$ cat src/rtl/rv_pipe_ctrl_if.sv
// Pipeline-to-controller bundle: stage register/status inputs towards the controller
// and the stall, flush and operand-bypass controls returned to the datapath.
interface rv_pipe_ctrl_if #(
    parameter int RA_W = 5
);
    logic [RA_W-1:0] i_decode_rs1;
    logic [RA_W-1:0] i_decode_rs2;
    logic            i_decode_inv_instr;
    logic [RA_W-1:0] i_exec_rs1;
    logic [RA_W-1:0] i_exec_rs2;
    logic [RA_W-1:0] i_exec_rd;
    logic            i_exec_load;
    logic            i_exec_br_taken;
    logic [RA_W-1:0] i_memory_rd;
    logic [RA_W-1:0] i_write_rd;
    logic            i_mem_req;
    logic            i_mem_ack;

    logic            o_fetch_pre_stall;
    logic            o_fetch_stall;
    logic            o_decode_stall;
    logic            o_decode_flush;
    logic            o_exec_stall;
    logic            o_exec_flush;
    logic [1:0]      o_exec_bp_rs1;
    logic [1:0]      o_exec_bp_rs2;

    modport master (
        output i_decode_rs1, i_decode_rs2, i_decode_inv_instr,
        output i_exec_rs1, i_exec_rs2, i_exec_rd, i_exec_load, i_exec_br_taken,
        output i_memory_rd, i_write_rd, i_mem_req, i_mem_ack,
        input  o_fetch_pre_stall, o_fetch_stall, o_decode_stall, o_decode_flush,
        input  o_exec_stall, o_exec_flush, o_exec_bp_rs1, o_exec_bp_rs2
    );

    modport slave (
        input  i_decode_rs1, i_decode_rs2, i_decode_inv_instr,
        input  i_exec_rs1, i_exec_rs2, i_exec_rd, i_exec_load, i_exec_br_taken,
        input  i_memory_rd, i_write_rd, i_mem_req, i_mem_ack,
        output o_fetch_pre_stall, o_fetch_stall, o_decode_stall, o_decode_flush,
        output o_exec_stall, o_exec_flush, o_exec_bp_rs1, o_exec_bp_rs2
    );
endinterface

$ cat src/rtl/rv_pipe_ctrl.sv
// RISC-V core pipeline controller: either a multi-cycle stage sequencer (STAGED=1) or
// 5-stage hazard control with load-use, memory-wait, branch flush, halt and bypass.
module rv_pipe_ctrl #(
    parameter int STAGED    = 0,
    parameter int RA_W      = 5,
    parameter int RST_FLUSH = 3,
    parameter int CNT_W     = 16
) (
    input  logic             i_clk,
    input  logic             i_reset_n,
    rv_pipe_ctrl_if.slave    bus,
    output logic [2:0]       o_stage,
    output logic             o_halt,
    output logic [CNT_W-1:0] o_stall_cnt
);
    typedef enum logic [2:0] {
        ST_FETCH   = 3'd1,
        ST_DECODE  = 3'd2,
        ST_EXECUTE = 3'd3,
        ST_MEMORY  = 3'd4,
        ST_WRITE   = 3'd5
    } stage_e;

    localparam logic [3:0]       FLUSH_INIT = 4'(RST_FLUSH);
    localparam logic [CNT_W-1:0] CNT_MAX    = '1;

    stage_e           stage_q, stage_d;
    logic [3:0]       flush_cnt_q, flush_cnt_d;
    logic             halt_q, halt_d;
    logic [CNT_W-1:0] stall_cnt_q, stall_cnt_d;

    logic       mem_wait;
    logic       load_use;
    logic       flush_win;
    logic       fetch_pre_stall;
    logic       fetch_stall;
    logic       decode_stall;
    logic       decode_flush;
    logic       exec_stall;
    logic       exec_flush;
    logic [1:0] bp_rs1;
    logic [1:0] bp_rs2;

    // The memory stage result is younger than writeback, so it wins when both match.
    function automatic logic [1:0] bypass_sel(input logic [RA_W-1:0] rs,
                                              input logic [RA_W-1:0] mem_rd,
                                              input logic [RA_W-1:0] wb_rd);
        logic [1:0] sel;
        sel = 2'b00;
        if (mem_rd != '0 && mem_rd == rs) begin
            sel = 2'b01;
        end else if (wb_rd != '0 && wb_rd == rs) begin
            sel = 2'b10;
        end
        return sel;
    endfunction

    assign mem_wait  = bus.i_mem_req && !bus.i_mem_ack;
    assign load_use  = bus.i_exec_load && (bus.i_exec_rd != '0) &&
                       ((bus.i_exec_rd == bus.i_decode_rs1) || (bus.i_exec_rd == bus.i_decode_rs2));
    assign flush_win = (flush_cnt_q != 4'd0);

    always_ff @(posedge i_clk) begin
        if (!i_reset_n) begin
            stage_q     <= ST_MEMORY;
            flush_cnt_q <= FLUSH_INIT;
            halt_q      <= 1'b0;
            stall_cnt_q <= '0;
        end else begin
            stage_q     <= stage_d;
            flush_cnt_q <= flush_cnt_d;
            halt_q      <= halt_d;
            stall_cnt_q <= stall_cnt_d;
        end
    end

    always_comb begin
        stage_d     = stage_q;
        flush_cnt_d = flush_cnt_q;
        halt_d      = halt_q;
        stall_cnt_d = stall_cnt_q;
        if (flush_win) begin
            flush_cnt_d = flush_cnt_q - 4'd1;
        end
        if (STAGED != 0) begin
            case (stage_q)
                ST_FETCH:   stage_d = ST_DECODE;
                ST_DECODE:  stage_d = bus.i_decode_inv_instr ? ST_DECODE : ST_EXECUTE;
                ST_EXECUTE: stage_d = ST_MEMORY;
                ST_MEMORY:  stage_d = mem_wait ? ST_MEMORY : ST_WRITE;
                ST_WRITE:   stage_d = ST_FETCH;
                default:    stage_d = ST_FETCH;
            endcase
        end else begin
            if (!flush_win && !mem_wait && !bus.i_exec_br_taken && bus.i_decode_inv_instr) begin
                halt_d = 1'b1;
            end
            if (fetch_stall && stall_cnt_q != CNT_MAX) begin
                stall_cnt_d = stall_cnt_q + CNT_W'(1);
            end
        end
    end

    // Hazard priority: reset flush window, halt, memory wait, branch, load-use.
    always_comb begin
        fetch_pre_stall = 1'b0;
        fetch_stall     = 1'b0;
        decode_stall    = 1'b0;
        decode_flush    = 1'b0;
        exec_stall      = 1'b0;
        exec_flush      = 1'b0;
        bp_rs1          = 2'b00;
        bp_rs2          = 2'b00;
        if (STAGED != 0) begin
            fetch_stall     = (stage_q != ST_FETCH);
            fetch_pre_stall = (stage_q != ST_WRITE);
            decode_flush    = (stage_q != ST_FETCH);
        end else begin
            if (flush_win) begin
                decode_flush = 1'b1;
                exec_flush   = 1'b1;
            end else if (halt_q) begin
                fetch_stall  = 1'b1;
                decode_stall = 1'b1;
                exec_flush   = 1'b1;
            end else if (mem_wait) begin
                fetch_stall  = 1'b1;
                decode_stall = 1'b1;
                exec_stall   = 1'b1;
            end else if (bus.i_exec_br_taken) begin
                decode_flush = 1'b1;
                exec_flush   = 1'b1;
            end else if (load_use) begin
                fetch_stall  = 1'b1;
                decode_stall = 1'b1;
                exec_flush   = 1'b1;
            end
            fetch_pre_stall = fetch_stall;
            bp_rs1 = bypass_sel(bus.i_exec_rs1, bus.i_memory_rd, bus.i_write_rd);
            bp_rs2 = bypass_sel(bus.i_exec_rs2, bus.i_memory_rd, bus.i_write_rd);
        end
    end

    assign bus.o_fetch_pre_stall = fetch_pre_stall;
    assign bus.o_fetch_stall     = fetch_stall;
    assign bus.o_decode_stall    = decode_stall;
    assign bus.o_decode_flush    = decode_flush;
    assign bus.o_exec_stall      = exec_stall;
    assign bus.o_exec_flush      = exec_flush;
    assign bus.o_exec_bp_rs1     = bp_rs1;
    assign bus.o_exec_bp_rs2     = bp_rs2;

    assign o_stage     = (STAGED != 0) ? 3'(stage_q) : 3'd0;
    assign o_halt      = halt_q;
    assign o_stall_cnt = stall_cnt_q;
endmodule
$ cat src/flat_wrapper.sv
// flat-port wrapper written by rule: the top's interface ports become plain ports
module rv_pipe_ctrl_flat 
#(
    parameter int STAGED    = 0,
    parameter int RA_W      = 5,
    parameter int RST_FLUSH = 3,
    parameter int CNT_W     = 16
)
  (i_clk, i_reset_n, o_stage, o_halt, o_stall_cnt, bus_i_decode_rs1, bus_i_decode_rs2, bus_i_decode_inv_instr, bus_i_exec_rs1, bus_i_exec_rs2, bus_i_exec_rd, bus_i_exec_load, bus_i_exec_br_taken, bus_i_memory_rd, bus_i_write_rd, bus_i_mem_req, bus_i_mem_ack, bus_o_fetch_pre_stall, bus_o_fetch_stall, bus_o_decode_stall, bus_o_decode_flush, bus_o_exec_stall, bus_o_exec_flush, bus_o_exec_bp_rs1, bus_o_exec_bp_rs2);
  rv_pipe_ctrl_if #(.RA_W(RA_W)) bus_i ();
  input  logic i_clk;
  input  logic i_reset_n;
  output logic [2:0] o_stage;
  output logic o_halt;
  output logic [CNT_W-1:0] o_stall_cnt;
  input wire logic [$bits(bus_i.i_decode_rs1)-1:0] bus_i_decode_rs1;
  input wire logic [$bits(bus_i.i_decode_rs2)-1:0] bus_i_decode_rs2;
  input wire logic [$bits(bus_i.i_decode_inv_instr)-1:0] bus_i_decode_inv_instr;
  input wire logic [$bits(bus_i.i_exec_rs1)-1:0] bus_i_exec_rs1;
  input wire logic [$bits(bus_i.i_exec_rs2)-1:0] bus_i_exec_rs2;
  input wire logic [$bits(bus_i.i_exec_rd)-1:0] bus_i_exec_rd;
  input wire logic [$bits(bus_i.i_exec_load)-1:0] bus_i_exec_load;
  input wire logic [$bits(bus_i.i_exec_br_taken)-1:0] bus_i_exec_br_taken;
  input wire logic [$bits(bus_i.i_memory_rd)-1:0] bus_i_memory_rd;
  input wire logic [$bits(bus_i.i_write_rd)-1:0] bus_i_write_rd;
  input wire logic [$bits(bus_i.i_mem_req)-1:0] bus_i_mem_req;
  input wire logic [$bits(bus_i.i_mem_ack)-1:0] bus_i_mem_ack;
  output wire logic [$bits(bus_i.o_fetch_pre_stall)-1:0] bus_o_fetch_pre_stall;
  output wire logic [$bits(bus_i.o_fetch_stall)-1:0] bus_o_fetch_stall;
  output wire logic [$bits(bus_i.o_decode_stall)-1:0] bus_o_decode_stall;
  output wire logic [$bits(bus_i.o_decode_flush)-1:0] bus_o_decode_flush;
  output wire logic [$bits(bus_i.o_exec_stall)-1:0] bus_o_exec_stall;
  output wire logic [$bits(bus_i.o_exec_flush)-1:0] bus_o_exec_flush;
  output wire logic [$bits(bus_i.o_exec_bp_rs1)-1:0] bus_o_exec_bp_rs1;
  output wire logic [$bits(bus_i.o_exec_bp_rs2)-1:0] bus_o_exec_bp_rs2;
  assign bus_i.i_decode_rs1 = bus_i_decode_rs1;
  assign bus_i.i_decode_rs2 = bus_i_decode_rs2;
  assign bus_i.i_decode_inv_instr = bus_i_decode_inv_instr;
  assign bus_i.i_exec_rs1 = bus_i_exec_rs1;
  assign bus_i.i_exec_rs2 = bus_i_exec_rs2;
  assign bus_i.i_exec_rd = bus_i_exec_rd;
  assign bus_i.i_exec_load = bus_i_exec_load;
  assign bus_i.i_exec_br_taken = bus_i_exec_br_taken;
  assign bus_i.i_memory_rd = bus_i_memory_rd;
  assign bus_i.i_write_rd = bus_i_write_rd;
  assign bus_i.i_mem_req = bus_i_mem_req;
  assign bus_i.i_mem_ack = bus_i_mem_ack;
  assign bus_o_fetch_pre_stall = bus_i.o_fetch_pre_stall;
  assign bus_o_fetch_stall = bus_i.o_fetch_stall;
  assign bus_o_decode_stall = bus_i.o_decode_stall;
  assign bus_o_decode_flush = bus_i.o_decode_flush;
  assign bus_o_exec_stall = bus_i.o_exec_stall;
  assign bus_o_exec_flush = bus_i.o_exec_flush;
  assign bus_o_exec_bp_rs1 = bus_i.o_exec_bp_rs1;
  assign bus_o_exec_bp_rs2 = bus_i.o_exec_bp_rs2;
  rv_pipe_ctrl #(.STAGED(STAGED), .RA_W(RA_W), .RST_FLUSH(RST_FLUSH), .CNT_W(CNT_W)) u_core (.i_clk(i_clk), .i_reset_n(i_reset_n), .bus(bus_i), .o_stage(o_stage), .o_halt(o_halt), .o_stall_cnt(o_stall_cnt));
endmodule
$ cat config.mk
export PLATFORM = sky130hd
export DESIGN_NAME = rv_pipe_ctrl_flat
export DESIGN_NICKNAME = d
export VERILOG_FILES = /design/src/rtl/rv_pipe_ctrl_if.sv /design/src/rtl/rv_pipe_ctrl.sv /design/src/flat_wrapper.sv
export SDC_FILE = /design/constraint.sdc
export NUM_CORES = 1
export LEC_CHECK = 0
export BUFFER_PORTS_ARGS = -buffer_cell sky130_fd_sc_hd__buf_2
export CAP_MARGIN = 30
export CELL_PAD_IN_SITES_DETAIL_PLACEMENT = 1
export CELL_PAD_IN_SITES_GLOBAL_PLACEMENT = 2
export CORE_MARGIN = 5
export CORE_UTILIZATION = 25
export CTS_CLUSTER_DIAMETER = 50
export CTS_CLUSTER_SIZE = 8
export DETAILED_ROUTE_END_ITERATION = 10
export PLACE_DENSITY_LB_ADDON = 0.1
export SETUP_SLACK_MARGIN = 0.5
export SLEW_MARGIN = 20
export SYNTH_ARGS = -nofsm -noshare
export SYNTH_HDL_FRONTEND = slang
export SYNTH_SLANG_ARGS = --single-unit
$ cat constraint.sdc
create_clock -name i_clk -period 1.9 [get_ports i_clk]
set_input_delay 0 -clock i_clk [delete_from_list [all_inputs] [get_ports i_clk]]
set_output_delay 0 -clock i_clk [all_outputs]
set_load 0.05 [all_outputs]
==> summary.md, run 1 <==
| Metric | Value |
|---|---|
| Peak supply drop | `330 uV` |
| Die area | `8010 um^2` |
| Fill cell count | `748` |
| Fin cells | `365` |
| Logic gate share of total power | `0.408` |
| Via count of the routed design | `1774` |
| Hold WC Path Type | `in -> reg` |
| Initial antenna violation count | `0` |
| Initial Utilization | `0.253` |
| P_leak | `1.21 nW` |
| CTS H-Tree Depth | `1` |
| CTS tree | `done` |
| Vias per Instance | `4.86` |
| TritonCTS Buffers | `3` |
| Worst-Skew Late Latency | `0.26 ns` |
| Global-route wire length before repair | `8.86 mm` |
| Critical Path AT | `1.95 ns` |
| Row Count | `29` |
| DRT iter0 DRCs | `32` |
| Tcrit/Tclk final | `0.923` |
| Setup CP Type | `reg -> reg` |
| Final WS setup | `0.146 ns` |
| EDFF count, synth | `0` |
| Final Wtd Congestion | `0.699` |
| Clk pwr share | `0.234` |
| Worst-path maximum fanout | `6` |
| Synth area leaders | `dfxtp_1, xor2_1, or4_1` |
| Post-DRT Antenna Nets | `0` |
| Synth Warn # | `0` |
| Power Internal | `0.842 mW` |
| GRT Total Usage | `0.141` |
| Avg Cell Area, Syn | `8.22 um^2` |
| Largest area contributor in the netlist | `dfxtp_1` |
| CP Launch Type | `flop` |
| Most frequent cells in the layout | `buf_2, buf_4, xor2_1, nand2_1, buf_6` |
| FFs w/ async S/R, synth | `0` |
| Max Clk Rate | `between 0.5 and 0.6 GHz` |
| Final wirelength | `5.92 mm` |
| Inst Count DP | `342` |
| Final core utilization | `0.449` |
| CTS max path bufs | `2` |
| Status | `complete, no violations` |
| WL/cell | `16.2 um` |
| Flops & latches, synth | `21` |
| Layout Nets | `334` |
| Skew final | `0.00722 ns` |
| Endpoints failing setup | `0` |
| Hold violation count in the final report | `0` |
| Most common flop cell mapped by yosys | `dfxtp_1` |
| Netlist Area Pre-Place | `1580 um^2` |
| Port Buf Inserts | `68` |
| Setup TNS | `0 ns` |
| P_sw | `0.453 mW` |
| Tot Pwr | `roughly 1.3 mW` |
| Drc violations | `0` |
| Post-Synthesis Cells | `192` |
| Pwr dens | `462 nW/um^2` |
| Max_cap viols | `0` |
| # hold bufs at CTS | `0` |
| Reg clk slew, reported paths | `about 0.08 ns` |
| Fin. max-slew vios | `0` |
| Layout cells sized above 1 | `0.594` |
| Tmin final | `1.75 ns` |
| RSZ-0062 raised after global routing | `true` |
| Area Overhead vs Synth | `77.7%` |
| Total gr overflow | `0` |
| Num ports | `72` |
| Reg power frac | `0.357` |
| Netlist cell types | `39` |
| DRT Pass-1 Iters | `4` |
| Vias in the first global route | `1841` |
| Sw frac | `0.350` |
| Share of the synthesized area in the top cell type | `0.266` |
| Core Area | `6240 um^2` |
| CTS Root Cell | `clkbuf_8` |
| Chip Width | `89.5 um` |
| Die Ht | `89.5 um` |
| Post-Place Setup Slack | `0.0169 ns` |
| Ant diodes | `0` |
| Largest net degree at the start of global routing | `17` |
| Worst Path Required | `2.09 ns` |
| Clock sinks | `21` |
| Commonest non-fill, non-tap cell in the layout | `buf_2` |
| Critical Path End Type | `flop` |
| Detailed placement HPWL | `4.08 mm` |
| Seq/Total Area, Yosys | `0.266` |
==> flip-flops by register name (all words and copies together) (netlist names) <==
signal              flops
u_core.o_halt           1
u_core.o_stall_cnt     16
u_core.flush_cnt_q      4
==> power groups by stage <==
stage	Sequential [mW]	Clock, mW	Combinational [mW]
finish	0.463	0.303	0.529
global route	0.466	0.341	0.569
CTS	0.463	0.323	0.469
detailed placement	0.469	0	0.368
global placement	0.469	0	0.367
floorplan	0.471	0	0.252
==> worst max-delay path: stages (launching register included) <==
cell and delay (ns):
dfxtp_4 0.35, and4_4 0.18, and2_4 0.16, a41o_4 0.26, buf_6 0.14, or4_1 0.47
a21oi_1 0.12
==> stage by stage <==
step	hold slack [ns]	cell area (um^2)
after floorplan	0.145	1760
after global placement	0.319	2210
after detailed placement	0.326	2210
after CTS	0.0558	2560
after global routing	0.0735	2810
final	0.0641	2810
==> cell usage after synthesis, types with 2 or more instances <==
master / number
a21oi_1: 11
and2_1: 4
and3_1: 2
buf_2: 2
buf_4: 6
buf_6: 2
clkbuf_1: 2
dfxtp_1: 21
ha_1: 3
inv_1: 4
mux2i_1: 5
nand2_1: 16
nand2b_1: 7
nand3_1: 8
nor2_1: 14
nor3_1: 3
nor3_2: 2
nor4_1: 4
nor4_2: 3
o21ai_0: 3
o21ai_1: 2
o31ai_1: 8
or3_1: 2
or4_1: 13
xnor2_1: 7
xor2_1: 25
==> path summary, 6_finish.rpt <==
path	start	endpoint	slack, ns	cells past startpoint
min	i_reset_n	u_core.flush_cnt_q[1]	0.06	2
max reg2reg	u_core.o_stall_cnt[8]	u_core.o_stall_cnt[3]	0.15	6
max	u_core.o_stall_cnt[8]	u_core.o_stall_cnt[3]	0.15	6
min reg2reg	u_core.o_stall_cnt[13]	u_core.o_stall_cnt[13]	0.50	2
==> timing repair <==
action,in CTS,in global routing
setup buffers,7,9
gates resized for setup,49,38
gates cloned,3,0
setup endpoints to repair,25,23
endpoints found under the hold margin,0,0
pin swaps,21,24
==> kinds of logic (layout without fill, tap and decap cells) <==
family / Yosys count / in the layout / synth area share
other cells: 1 / 3 / 0.00237
xor+xnor: 32 / 32 / 0.177
mux: 5 / 5 / 0.0317
compound gates: 30 / 30 / 0.121
flops: 21 / 21 / 0.266
simple gates: 84 / 84 / 0.314
buf+inv: 16 / 110 / 0.0634
fa+ha+maj: 3 / 3 / 0.0238
==> layer usage <==
layer	share of wire	up-vias	track usage
met2	0.55	33	0.277
met3	0.043	2	0.0249
met4	0.0041	0	0.0203
li1	-	876	-
met5	0	-	0
met1	0.40	863	0.161
==> layout make-up <==
cell class | count | area (um^2) | area share
inverter | 4 | 15.0 | 0.00535
tap | 77 | 96.3 | 0.0343
timing repair buffer | 102 | 797 | 0.284
multi-input combinational | 157 | 1390 | 0.495
clock buffer | 4 | 45.0 | 0.0161
sequential | 21 | 464 | 0.165
No activity file was read; power rests on OpenSTA's default activity.
==> run 2, diff against run 1 <==
CTS_CLUSTER_DIAMETER = default   (was 50)
MAX_ROUTING_LAYER = met4   (was default)
SKIP_CTS_REPAIR_TIMING = 1   (was default)
==> run 2 against run 1 <==
Die area did not move. Sequential power barely moved. Count of clock-buffer cells in the layout did not move. Non-clock buffer count fell by 9. Cell area fell by 8.6%. Core utilization fell by 3.8 points. Clock power barely moved. Sequential share of layout area rose by 1.5 points. Via count fell by 4.1%. Register-to-register slack got worse by 0.04 ns.
==> summary.md, run 2 (synthesis results as in run 1) <==
| Metric | Value |
|---|---|
| Drc violations | `0 (unchanged)` |
| CTS max path bufs | `2 (unchanged)` |
| Setup CP Type | `reg -> reg` |
| Initial Utilization | `0.253 (unchanged)` |
| Sequential Area | `464 um^2 (unchanged)` |
| Min-delay src | `i_reset_n` |
| RSZ-0062 raised after global routing | `true` |
| Pwr dens | `484 nW/um^2 (+4.8%)` |
| Worst-Skew Late Latency | `0.26 ns (about the same)` |
| Core Area | `6240 um^2 (unchanged)` |
| CTS Root Cell | `clkbuf_8` |
| Reg-to-reg critical path endpoint | `u_core.o_stall_cnt[7]` |
| Endpoints failing setup | `0 (unchanged)` |
| Global-route wire length before repair | `7.81 mm (-12%)` |
| Most frequent cells in the layout | `buf_2, xor2_1, buf_4, nand2_1` |
| Finished layout cell area | `2560 um^2 (-8.6%)` |
| Setup TNS | `0 ns (unchanged)` |
| Via count of the routed design | `1702 (-4.1%)` |
| WL/cell | `14.9 um (-8.1%)` |
| Final Wtd Congestion | `0.707 (+1.1%)` |
| Detailed placement HPWL | `4.08 mm (unchanged)` |
| Layout Nets | `325 (-2.7%)` |
| Status | `complete, no violations` |
| Final wirelength | `5.31 mm (-10%)` |
| CTS H-Tree Depth | `1 (unchanged)` |
| Area occupied by multi-input gates | `1270 um^2 (-8.4%)` |
| Reg power frac | `0.373 (+0.016)` |
| Reg clk slew, reported paths | `0.08 ns (about the same)` |
| P_leak | `1.09 nW (-9.8%)` |
| Vias in the first global route | `1678 (-8.9%)` |
| Area Overhead vs Synth | `62.4%` |
| Post-DRT Antenna Nets | `0 (unchanged)` |
| R2r worst-path depth | `7 (+1)` |
| Tcrit/Tclk final | `0.944 (+0.0214)` |
| TritonCTS Buffers | `3 (unchanged)` |
| Total gr overflow | `0 (unchanged)` |
| P_sw | `0.434 mW (-4.2%)` |
| Ant diodes | `0 (unchanged)` |
| Hold violation count in the final report | `0 (unchanged)` |
| Max Clk Rate | `0.557 GHz (-2.3%)` |
| Tmin final | `1.79 ns (+0.0406 ns)` |
| CTS tree | `done` |
| Sw frac | `0.349 (about the same)` |
| Chip Width | `89.5 um (unchanged)` |
| Die Ht | `89.5 um (unchanged)` |
| Port Buf Inserts | `68 (unchanged)` |
| Worst Hold Depth | `2 (unchanged)` |
| Initial antenna violation count | `0 (unchanged)` |
| Hold_ws | `0.0522 ns (-0.0119 ns)` |
| GRT Total Usage | `0.127 (-0.0147)` |
| Worst Path Required | `2.09 ns (about the same)` |
| Tot Pwr | `1.24 mW (-4.1%)` |
| R2R Setup Slk | `0.11 ns (-0.04 ns)` |
| Num ports | `72 (unchanged)` |
| Placed Instance Area | `2210 um^2 (unchanged)` |
| Critical Path AT | `1.98 ns (+0.03 ns)` |
| Critical Path End Type | `flop` |
| Fill cell count | `771 (+3.1%)` |
| Die area | `8010 um^2 (unchanged)` |
| Inst Count DP | `342 (unchanged)` |
| Hold path endpoint | `u_core.flush_cnt_q[1]` |
| Layout cells sized above 1 | `0.538 (-0.0561)` |
| Peak supply drop | `319 uV (-3.3%)` |
| R2r startpoint | `u_core.o_stall_cnt[6]` |
| Clk pwr share | `0.245 (+0.011)` |
| Commonest non-fill, non-tap cell in the layout | `buf_2` |
| Fin cells | `356 (-2.5%)` |
| Largest net degree at the start of global routing | `29 (+12)` |
| Vias per Instance | `4.78 (-1.6%)` |
| Hold WC Path Type | `in -> reg` |
| Max_cap viols | `0 (unchanged)` |
| Row Count | `29 (unchanged)` |
| Power Internal | `0.808 mW (-4.1%)` |
| Logic gate share of total power | `0.382 (-0.026)` |
| Number of flip-flops in the largest register | `16 (unchanged)` |
| Fin. max-slew vios | `0 (unchanged)` |
| Skew final | `0.00416 ns (-0.00306 ns)` |
| Clock sinks | `21 (unchanged)` |
| Worst-path maximum fanout | `12 (+6)` |
| DRT Pass-1 Iters | `4 (unchanged)` |
| CP Launch Type | `flop` |
| DRT iter0 DRCs | `22 (-31%)` |
## run 2: power by group through the flow
stage	clock (mW)	combinational (mW)	sequential (mW)
finish	0.304	0.475	0.463
detailed placement	0	0.368	0.469
global route	0.344	0.515	0.467
CTS	0.323	0.370	0.459
floorplan	0	0.252	0.471
global placement	0	0.367	0.469
## run 2: layout make-up
class / instances / share of cell area
clock buffers: 4 / 0.0176
inverters: 4 / 0.00585
multi-input cells: 157 / 0.496
flip-flops and latches: 21 / 0.181
well taps: 77 / 0.0376
repair buffers: 93 / 0.262
## run 2: critical path, cell delays in order (launching register included)
cell	delay, ns
dfxtp_4	0.35
and4_4	0.19
and2_4	0.16
a41o_1	0.26
buf_6	0.15
buf_6	0.14
nor4b_4	0.27
mux2i_1	0.21
## run 2: metrics by stage
step                setup WS, ns  utilization
floorplan                  0.149            -
global placement          0.0457        0.354
detailed placement        0.0169        0.354
CTS                      -0.0130        0.361
global route              0.0411        0.411
finish                     0.106        0.411
## run 2: how the worst max path moves through the flow
stage | cells past startpoint | from | end | slack (ns)
floorplan | 6 | u_core.o_stall_cnt[6] | u_core.o_stall_cnt[1] | 0.15
CTS | 7 | u_core.o_stall_cnt[6] | u_core.o_stall_cnt[9] | -0.01
global route | 6 | u_core.o_stall_cnt[6] | u_core.o_stall_cnt[3] | 0.04
global placement | 7 | u_core.o_stall_cnt[6] | u_core.o_stall_cnt[9] | 0.05
detailed placement | 7 | u_core.o_stall_cnt[6] | u_core.o_stall_cnt[9] | 0.02
finish | 7 | u_core.o_stall_cnt[6] | u_core.o_stall_cnt[7] | 0.11
## run 2: per-layer routing
layer  wire, um  up-vias  track usage  share of wire
met2       2830       33        0.224           0.53
met1       2200      809        0.151           0.41
met3        254        2       0.0249          0.048
met5          0        -            -              0
li1           -      858            -              -
met4         19        0       0.0203         0.0036
